**src/rtl/obstacle_scroller_if.sv**
```systemverilog
// Control and status bundle between game control, the obstacle scroller and the VGA renderer.
interface obstacle_scroller_if #(
    parameter int NUM_CH = 4,
    parameter int POS_W  = 10,
    parameter int TIME_W = 11
);
    logic                    menuScreen;
    logic                    playerWon;
    logic                    playerLost;
    logic                    pause;
    logic                    tick;
    logic [NUM_CH-1:0]       reset_obj_count;
    logic [NUM_CH*POS_W-1:0] obj_position;
    logic [NUM_CH-1:0]       wrapped;
    logic [TIME_W-1:0]       game_time;
    logic [4:0]              step;
    logic [1:0]              game_state;

    modport master (
        output menuScreen, playerWon, playerLost, pause, tick, reset_obj_count,
        input  obj_position, wrapped, game_time, step, game_state
    );
    modport slave (
        input  menuScreen, playerWon, playerLost, pause, tick, reset_obj_count,
        output obj_position, wrapped, game_time, step, game_state
    );
endinterface

```
**src/rtl/obstacle_scroller.sv**
```systemverilog
// Multi-lane obstacle position counters with a difficulty-ramped shared step and a
// menu/run/pause/over game-state machine.
module obstacle_scroller_lane #(
    parameter int POS_W      = 10,
    parameter int WRAP_LIMIT = 680,
    parameter int RELOAD     = 0
) (
    input  logic             clk,
    input  logic             reset,
    input  logic             reload,
    input  logic             adv,
    input  logic             restart,
    input  logic [4:0]       step,
    output logic [POS_W-1:0] pos,
    output logic             wrapped
);
    logic [POS_W-1:0] pos_d, pos_q;
    logic             wrapped_d, wrapped_q;
    logic [POS_W:0]   sum;

    always_comb begin
        sum       = {1'b0, pos_q} + (POS_W+1)'(step);
        pos_d     = pos_q;
        wrapped_d = 1'b0;
        if (reload) begin
            pos_d = POS_W'(RELOAD);
        end else if (adv) begin
            if (restart) begin
                pos_d = '0;
            end else if (pos_q >= POS_W'(WRAP_LIMIT)) begin
                pos_d     = '0;
                wrapped_d = 1'b1;
            end else begin
                // Overshoot past the limit is kept; the lane wraps on its next tick.
                pos_d = POS_W'(sum);
            end
        end
    end

    always_ff @(posedge clk) begin
        if (reset) begin
            pos_q     <= POS_W'(RELOAD);
            wrapped_q <= 1'b0;
        end else begin
            pos_q     <= pos_d;
            wrapped_q <= wrapped_d;
        end
    end

    assign pos     = pos_q;
    assign wrapped = wrapped_q;
endmodule

module obstacle_scroller #(
    parameter int NUM_CH      = 4,
    parameter int POS_W       = 10,
    parameter int TIME_W      = 11,
    parameter int WRAP_LIMIT  = 680,
    parameter int CH_OFFSET   = 170,
    parameter int STEP_INIT   = 5,
    parameter int STEP_MAX    = 15,
    parameter int LEVEL_TICKS = 256
) (
    input logic               clk,
    input logic               reset,
    obstacle_scroller_if.slave bus
);
    typedef enum logic [1:0] {IDLE = 2'd0, RUN = 2'd1, PAUSE = 2'd2, OVER = 2'd3} state_t;
    localparam int LVL_W = (LEVEL_TICKS > 1) ? $clog2(LEVEL_TICKS) : 1;

    state_t                       state_q;
    logic                         end_game;
    logic                         adv;
    logic [TIME_W-1:0]            time_d, time_q;
    logic [4:0]                   step_d, step_q;
    logic [LVL_W-1:0]             lvl_d, lvl_q;
    logic [NUM_CH-1:0][POS_W-1:0] lane_pos;
    logic [NUM_CH-1:0]            lane_wrap;

    assign end_game = bus.playerWon | bus.playerLost;
    // Advance only in RUN when no higher-priority event claims the cycle.
    assign adv = (state_q == RUN) && !reset && !bus.menuScreen && !end_game &&
                 !bus.pause && bus.tick;

    always_ff @(posedge clk) begin
        if (reset || bus.menuScreen) begin
            state_q <= IDLE;
        end else begin
            case (state_q)
                IDLE:    state_q <= RUN;
                RUN:     if (end_game) state_q <= OVER;
                         else if (bus.pause) state_q <= PAUSE;
                PAUSE:   if (end_game) state_q <= OVER;
                         else if (!bus.pause) state_q <= RUN;
                OVER:    state_q <= OVER;
                default: state_q <= IDLE;
            endcase
        end
    end

    always_comb begin
        time_d = time_q;
        step_d = step_q;
        lvl_d  = lvl_q;
        if (bus.menuScreen) begin
            time_d = '0;
            step_d = 5'(STEP_INIT);
            lvl_d  = '0;
        end else if (adv) begin
            if (time_q != '1) time_d = time_q + TIME_W'(1);
            // The new step is registered here and first used by the lanes on the next tick.
            if (lvl_q == LVL_W'(LEVEL_TICKS - 1)) begin
                lvl_d = '0;
                if (step_q < 5'(STEP_MAX)) step_d = step_q + 5'd1;
            end else begin
                lvl_d = lvl_q + LVL_W'(1);
            end
        end
    end

    always_ff @(posedge clk) begin
        if (reset) begin
            time_q <= '0;
            step_q <= 5'(STEP_INIT);
            lvl_q  <= '0;
        end else begin
            time_q <= time_d;
            step_q <= step_d;
            lvl_q  <= lvl_d;
        end
    end

    for (genvar i = 0; i < NUM_CH; i++) begin : g_lane
        obstacle_scroller_lane #(
            .POS_W     (POS_W),
            .WRAP_LIMIT(WRAP_LIMIT),
            .RELOAD    (i * CH_OFFSET)
        ) u_lane (
            .clk    (clk),
            .reset  (reset),
            .reload (bus.menuScreen),
            .adv    (adv),
            .restart(bus.reset_obj_count[i]),
            .step   (step_q),
            .pos    (lane_pos[i]),
            .wrapped(lane_wrap[i])
        );
    end

    assign bus.obj_position = lane_pos;
    assign bus.wrapped      = lane_wrap;
    assign bus.game_time    = time_q;
    assign bus.step         = step_q;
    assign bus.game_state   = state_q;
endmodule

```
**src/flat_wrapper.sv**
```systemverilog
// flat-port wrapper written by rule: the top's interface ports become plain ports
module obstacle_scroller_flat 
#(
    parameter int NUM_CH      = 4,
    parameter int POS_W       = 10,
    parameter int TIME_W      = 11,
    parameter int WRAP_LIMIT  = 680,
    parameter int CH_OFFSET   = 170,
    parameter int STEP_INIT   = 5,
    parameter int STEP_MAX    = 15,
    parameter int LEVEL_TICKS = 256
)
  (clk, reset, bus_menuScreen, bus_playerWon, bus_playerLost, bus_pause, bus_tick, bus_reset_obj_count, bus_obj_position, bus_wrapped, bus_game_time, bus_step, bus_game_state);
  obstacle_scroller_if #(.NUM_CH(NUM_CH), .POS_W(POS_W), .TIME_W(TIME_W)) bus_i ();
  input logic clk;
  input logic reset;
  input wire logic [$bits(bus_i.menuScreen)-1:0] bus_menuScreen;
  input wire logic [$bits(bus_i.playerWon)-1:0] bus_playerWon;
  input wire logic [$bits(bus_i.playerLost)-1:0] bus_playerLost;
  input wire logic [$bits(bus_i.pause)-1:0] bus_pause;
  input wire logic [$bits(bus_i.tick)-1:0] bus_tick;
  input wire logic [$bits(bus_i.reset_obj_count)-1:0] bus_reset_obj_count;
  output wire logic [$bits(bus_i.obj_position)-1:0] bus_obj_position;
  output wire logic [$bits(bus_i.wrapped)-1:0] bus_wrapped;
  output wire logic [$bits(bus_i.game_time)-1:0] bus_game_time;
  output wire logic [$bits(bus_i.step)-1:0] bus_step;
  output wire logic [$bits(bus_i.game_state)-1:0] bus_game_state;
  assign bus_i.menuScreen = bus_menuScreen;
  assign bus_i.playerWon = bus_playerWon;
  assign bus_i.playerLost = bus_playerLost;
  assign bus_i.pause = bus_pause;
  assign bus_i.tick = bus_tick;
  assign bus_i.reset_obj_count = bus_reset_obj_count;
  assign bus_obj_position = bus_i.obj_position;
  assign bus_wrapped = bus_i.wrapped;
  assign bus_game_time = bus_i.game_time;
  assign bus_step = bus_i.step;
  assign bus_game_state = bus_i.game_state;
  obstacle_scroller #(.NUM_CH(NUM_CH), .POS_W(POS_W), .TIME_W(TIME_W), .WRAP_LIMIT(WRAP_LIMIT), .CH_OFFSET(CH_OFFSET), .STEP_INIT(STEP_INIT), .STEP_MAX(STEP_MAX), .LEVEL_TICKS(LEVEL_TICKS)) u_core (.clk(clk), .reset(reset), .bus(bus_i));
endmodule
```
**config.mk**
```make
export PLATFORM = sky130hd
export DESIGN_NAME = obstacle_scroller_flat
export DESIGN_NICKNAME = d
export VERILOG_FILES = /design/src/rtl/obstacle_scroller_if.sv /design/src/rtl/obstacle_scroller.sv /design/src/flat_wrapper.sv
export SDC_FILE = /design/constraint.sdc
export NUM_CORES = 1
export LEC_CHECK = 0
export BUFFER_PORTS_ARGS = -buffer_cell sky130_fd_sc_hd__buf_4
export CAP_MARGIN = 0
export CORE_MARGIN = 4
export CORE_UTILIZATION = 50
export DETAILED_ROUTE_END_ITERATION = 8
export PLACE_DENSITY = 0.77
export SLEW_MARGIN = 10
export SYNTH_ARGS = -nofsm -noshare
export SYNTH_HDL_FRONTEND = slang
export SYNTH_SLANG_ARGS = --single-unit
```
**constraint.sdc**
```tcl
create_clock -name clk -period 3.9 [get_ports clk]
set_clock_uncertainty 0.15 [all_clocks]
set_input_delay 0.195 -clock clk [delete_from_list [all_inputs] [get_ports clk]]
set_output_delay 0.195 -clock clk [all_outputs]
set_load 0.1 [all_outputs]
```
==> out/qor.yml, run 1 <==
avgRoutedWirePerCell_um: 15.1
hpwl_mm: 6.79
dieArea_um2: 9370
pwr_density_cell_nw_per_um2: 305
hold_class: "in2reg"
grtUsageTotal_pct: 21.4
gp_congestion: 0.866
drtPass1Iterations: 5
synth-async-reset-ratio_pct: 0
synth_compound_area_share_pct: 22.9
synth_cell_type_count: 55
drt-total-wl_mm: 9.79
ant_nets: 0
r2r_start: "u_core.bus.step[1]"
port_buffers: 72
required_ns: 3.98
drive_gt1_share_pct: 18.2
cts_tree: "yes"
synthSimpleGateAreaFrac_pct: 22.0
synth_area_per_cell_um2: 8.35
drcViolationCount: 0
clock_sinks: 70
regArea_um2: 1400
pre_cts_ws_ns: 1.38
core_um2: 7690
h-tree-depth: 3
rrSetupSlack_ns: 1.32
syn_nets: 510
num-nets-final: 581
max_freq_mhz: 387
final_cell_mix: "buf_4, dfxtp_1, nor2_1"
crit_fanout: 10
synth.area.top_cells: "dfxtp_1, ha_1, a21oi_1, nor2_1, o21ai_0"
syn_inst: 472
synthXorXnorAreaFrac_pct: 5.33
yosysTopAreaCell: "dfxtp_1"
tightest_slew_ns: 1.10
synth_flop_cell: "dfxtp_1"
relSlewSlack_pct: 26.1
insertion_delay_ns: 0.35
crit_type: "reg2reg"
die_y_um: 96.8
ys_seq_elements: 70
outcome: "finished clean"
antenna_found_initial: 0
hold_viol: 0
cap_viol_max_count: 0
nFillCells: 683
pin_count: 73
synth-adder-area-share_pct: 9.33
via_per_inst: 5.75
syn_to_final_growth_pct: 22.5
synth_edf_count: 0
yosysTopAreaCellShare_pct: 35.6
overflow: 0
cts-root-buf: "clkbuf_8"
maxSlewViolCount: 0
yosysWarnings: 0
multi_input_area_um2: 2380
fin_setup_tns_ns: 0
synth_top_family_by_area: "compound AO/OA/AOI/OAI gates"
critPathLaunch: "u_core.bus.step[1]"
worstSetupEndpoint: "u_core.g_lane[3].u_lane.pos[8]"
fin_crit_sh_pct: 66.2
vias: 3735
dr.first_iter.drc_count: 174
clk_path_buf_depth: 2
max-vdd-ir-drop_uv: 169
rows: 32
ff2ff_path_depth: 7
cts_inserted_buffers: 9
antenna_cells: 0
start_util_pct: 51.3
cp.arrival_ns: 2.66
grt_max_degree: 53
ys_seq_area_share_pct: 35.6
grt_pass1_wl_mm: 17.0
endpoint_kind: "flip-flop"
rsz0062_at_grt: "false"
period_needed_ns: 2.58
rr_endpoint: "u_core.g_lane[3].u_lane.pos[8]"
startpoint_type: "flip-flop"
worst_hold_slack_ns: 0.0289
muxShareOfSynthArea_pct: 0.762
clkTransAtPathRegs_ns: 0.07
die_x_um: 96.8
finalSetupViolCount: 0
final_common_cell: "buf_4"
p_leak_uw: 0.00186
syn-cell-area_um2: 3940
worst_slack_ns: 1.32
grt_pass1_vias: 3679
## cells in the mapped netlist, types with 5 or more instances
master,number
xnor2_1,14
and3_1,5
nand2_1,42
or3_1,9
o211ai_1,7
or2_2,5
xor2_1,10
a41oi_1,5
clkbuf_1,13
ha_1,23
o21ai_0,33
nor3_1,17
a211oi_1,8
dfxtp_1,70
a21oi_1,40
nand2b_1,9
o31ai_1,6
nand3_1,17
nor2_1,45
nand4_1,8
inv_1,17
## logic make-up after synthesis
kind of cell    Yosys count
flops                    70
mux                       3
simple gates            172
xor+xnor                 24
compound gates          138
buf+inv                  38
fa+ha+maj                27
## metal layers
layer,wire length (um),GRT usage [%]
met5,0,0
met4,175,8.86
met1,4360,27.2
met2,4670,34.6
met3,582,5.34
## worst max-delay path, stage by stage (launching register included)
cell and delay [ns]:
dfxtp_1 0.55, inv_1 0.27, fa_1 0.51, nor2b_1 0.18, o2111a_1 0.24, o211ai_1 0.13, a311oi_1 0.30, o21ai_0 0.12
## stage by stage
step           area, um^2  std cells  utilization [%]  total power (uW)
6_report             4830        650             62.8              1470
5_1_grt              4830        650             62.8              1520
4_1_cts              4830        650             62.8              1480
3_5_place_dp         4530        628             59.0               789
3_3_place_gp         4530        628             59.0               788
2_1_floorplan        3940        472                -               768
## how the worst min path moves through the flow
stage | startpoint | to | slack (ns) | cells past startpoint
after floorplan | bus_reset_obj_count[1] | u_core.g_lane[1].u_lane.wrapped | 0.12 | 1
after global placement | bus_reset_obj_count[1] | u_core.g_lane[1].u_lane.wrapped | 0.23 | 2
after detailed placement | bus_reset_obj_count[1] | u_core.g_lane[1].u_lane.wrapped | 0.23 | 2
after CTS | bus_playerWon | u_core.bus.game_state[1] | 0.02 | 3
after global routing | bus_playerWon | u_core.bus.game_state[1] | 0.07 | 3
final | bus_playerWon | u_core.bus.game_state[1] | 0.03 | 3
## state kept, by name (all words and copies together), names as in the netlist
| signal | count |
|---|---|
| u_core.bus.game_state | 2 |
| u_core.g_lane.u_lane.wrapped | 4 |
| u_core.bus.step | 5 |
| u_core.bus.game_time | 11 |
| u_core.g_lane.u_lane.pos | 40 |
| u_core.lvl_q | 8 |
## report_power, final
part	switching (uW)	internal, uW	leakage, uW
combinational	38.9	20.8	0.00117
sequential	2.17	715	0.000565
clock	281	412	0.000120
## final cells by class
cell class	instances	share of cell area, %
Multi-Input combinational cell	364	49.3
Timing Repair Buffer	81	12.9
Tap cell	102	2.64
Clock buffer	13	3.50
Inverter	17	1.32
Sequential cell	70	29.0
Clock inverter	3	1.35
## repair_timing
| action | 4_1_cts | 5_1_grt |
|---|---|---|
| buffers inserted | 0 | 0 |
| hold buffers | 6 | 0 |
| resized for setup | 0 | 0 |
| hold endpoints to repair | 5 | 0 |
No activity file was read; power rests on OpenSTA's default activity.
==> inputs of run 2 (changes only) <==
- ABC_AREA: unset -> 1
- PLACE_DENSITY: 0.77 -> 0.79
- clock period: 3.9 -> 2.1 ns (I/O delays scaled with it)
==> run 2 against run 1 <==
  * Synthesized area is 9.8% higher
  * Synthesized cell count up 38%
  * Critical endpoint is now u_core.g_lane[2].u_lane.pos[6]
  * Highest routed layer unchanged
  * Register-to-register slack worse by 1.2 ns
  * Via count up 22%
  * Worst hold slack better by 0.019 ns
  * Clock power is 50% higher
  * Wire length rose by 18%
  * Critical path depth up 2
  * First-iteration DRC count grew 33%
  * Sequential power up 85%
  * Global-route usage is 1.7 points higher
==> out/qor.yml, run 2 <==
outcome: "finished clean"  # unchanged
grt_max_degree: 27  # was 53
hold_class: "in2reg"  # unchanged
slowest_stage: "dfxtp_4"  # was dfxtp_1
cts-root-buf: "clkbuf_8"  # unchanged
syn_to_final_growth_pct: 23.2  # was 22.5%
p_leak_uw: 0.00248  # was 0.00186 uW
endpoint_kind: "flip-flop"  # unchanged
cap_viol_max_count: 0  # unchanged
path_cells: "clkinvlp_4 -> buf_4 -> fa_2 -> o21ai_2 -> nand2_1 -> nand2_1 -> nand3_1 -> nand3_1 -> nand2_1"  # was inv_1 -> fa_1 -> nor2b_1 -> o2111a_1 -> o211ai_1 -> a311oi_1 -> o21ai_0
start_util_pct: 52.2  # was 51.3%
synth_cell_type_count: 34  # was 55
synth_edf_count: 0  # unchanged
num-nets-final: 772  # was 581
crit_family: "flip-flops"  # was compound AO/OA/AOI/OAI gates
syn-cell-area_um2: 4330  # was 3940 um^2
syn_inst: 649  # was 472
crit_type: "reg2reg"  # unchanged
gp_congestion: 0.900  # was 0.866
die_y_um: 101  # was 96.8 um
drive_gt1_share_pct: 19.8  # was 18.2%
ant_nets: 0  # unchanged
maxSlewViolCount: 0  # unchanged
hold_viol: 0  # unchanged
ys_seq_elements: 70  # unchanged
stdcell_area_um2: 5330  # was 4830 um^2
relSlewSlack_pct: 59.1  # was 26.1%
overflow: 0  # unchanged
synth_flop_cell: "dfxtp_1"  # unchanged
cts_tree: "yes"  # unchanged
dpl_cell_area_um2: 5020  # was 4530 um^2
cp.arrival_ns: 2.11  # was 2.66 ns
port_buffers: 72  # unchanged
final_cell_mix: "nand2_1, inv_1, buf_4"  # was buf_4, dfxtp_1, nor2_1
worst_slack_ns: 0.0742  # was 1.32 ns
clk_path_buf_depth: 2  # unchanged
crit_fanout: 9  # was 10
pwr_density_cell_nw_per_um2: 467  # was 305 nW/um^2
finalSetupViolCount: 0  # unchanged
max_freq_mhz: 494  # was 387 MHz
yosysMostFrequentCell: "nand2_1"  # was dfxtp_1
grt_pass1_wl_mm: 19.2  # was 17.0 mm
final_common_cell: "nand2_1"  # was buf_4
drtPass1Iterations: 5  # unchanged
drt-total-wl_mm: 11.6  # was 9.79 mm
antenna_cells: 0  # unchanged
syn_nets: 687  # was 510
period_needed_ns: 2.03  # was 2.58 ns
avgRoutedWirePerCell_um: 13.7  # was 15.1 um
yosysWarnings: 0  # unchanged
grtUsageTotal_pct: 23.2  # was 21.4%
synth.area.top_cells: "dfxtp_1, nand2_1, inv_1, nand3_1, ha_1"  # was dfxtp_1, ha_1, a21oi_1, nor2_1, o21ai_0
via_per_inst: 5.39  # was 5.75
synth_area_per_cell_um2: 6.67  # was 8.35 um^2
dieArea_um2: 10200  # was 9370 um^2
largest_reg_flops: 40  # unchanged
timing.critical_path.mode_cell: "nand2_1"
tightest_slew_ns: 0.607  # was 1.10 ns
insertion_delay_ns: 0.34  # was 0.35 ns
clkTransAtPathRegs_ns: 0.08  # was 0.07 ns
hpwl_mm: 8.33  # was 6.79 mm
critical_path.max_stage_delay_ns: 0.42  # was 0.55 ns
dr.first_iter.drc_count: 231  # was 174
startpoint_type: "flip-flop"  # unchanged
vias: 4546  # was 3735
h-tree-depth: 3  # unchanged
synth-async-reset-ratio_pct: 0  # unchanged
antenna_found_initial: 0  # unchanged
yosysTopAreaCellShare_pct: 32.4  # was 35.6%
pin_count: 73  # unchanged
clock_sinks: 70  # unchanged
drcViolationCount: 0  # unchanged
ys_seq_area_share_pct: 32.4  # was 35.6%
core_um2: 8300  # was 7690 um^2
fin_setup_tns_ns: 0  # unchanged
grt_pass1_vias: 4204  # was 3679
synthTopCellsByCount: "nand2_1, inv_1, dfxtp_1, nand3_1, nor2_1"  # was dfxtp_1, nor2_1, nand2_1, a21oi_1, o21ai_0
max-vdd-ir-drop_uv: 263  # was 169 uV
die_x_um: 101  # was 96.8 um
rows: 33  # was 32
placed_cells: 815  # was 628
yosysTopAreaCell: "dfxtp_1"  # unchanged
fin_cells: 844  # was 650
pre_cts_ws_ns: 0.152  # was 1.38 ns
cts_inserted_buffers: 9  # unchanged
path_buf_inv: 2  # was 1
required_ns: 2.19  # was 3.98 ns
fin_crit_sh_pct: 96.5  # was 66.2%
run 2: changes by cell type in the layout (fill, tap and decap cells not counted), moves of 13 or more:
cell     before  now
nand2_1      42  179
nand3_1      17   58
dfxtp_2       0   28
o21ai_0      33   20
dfxtp_1      70   38
inv_1        17   93
a21oi_1      40   53
run 2: final timing paths:
check,from,endpoint,slack (ns),cells past startpoint
max reg2reg,u_core.bus.step[1],u_core.g_lane[2].u_lane.pos[6],0.07,9
max,u_core.bus.step[1],u_core.g_lane[2].u_lane.pos[6],0.07,9
min reg2reg,u_core.bus.game_time[0],u_core.bus.game_time[0],0.31,1
min,reset,u_core.g_lane[1].u_lane.pos[5],0.05,4
run 2: timing repair:
| item | CTS | global route |
|---|---|---|
| endpoints found under the setup margin | 0 | 4 |
| hold endpoints to repair | 14 | 0 |
| buffers inserted | 0 | 2 |
| hold buffers | 11 | 0 |
| resized for setup | 0 | 2 |
run 2: cells by family after synthesis:
| group | synth area share (%) |
|---|---|
| adders and majority gates | 8.50 |
| buffers and inverters | 11.1 |
| AOI/OAI and AO/OA | 9.91 |
| DFF | 32.4 |
| and+or+nand+nor | 35.1 |
| xor gates and xnor gates | 3.03 |
run 2: metal layers:
layer	GRT usage [%]	share of wire (%)
met4	8.18	2.5
met3	3.81	7.8
met2	40.0	49
met1	28.9	41
met5	0	0
run 2: power breakdown:
group	total, uW	switching [uW]	internal, uW
clock network	1040	505	530
logic	128	80.8	46.8
registers	1330	2.57	1320
total	2490	589	1900
run 2: tightest hold or removal path, cell delays in order:
cell	delay, ns
buf_4	0.09
nor2_2	0.07
buf_4	0.18
nand2_1	0.07
run 2: metrics by stage:
stage	hold slack, ns	utilization, %	power (uW)
2_1_floorplan	0.0315	-	1420
3_3_place_gp	0.129	60.5	1460
3_5_place_dp	0.131	60.5	1460
4_1_cts	0.0442	64.0	2480
5_1_grt	0.0604	64.2	2550
6_report	0.0476	64.2	2490
run 2: layout make-up:
class | count | area (um^2)
Fill cell | 737 | 2970
Multi-Input combinational cell | 464 | 2460
Sequential cell | 70 | 1450
Timing Repair Buffer | 93 | 741
Inverter | 96 | 367
Clock buffer | 16 | 180
Tap cell | 105 | 131
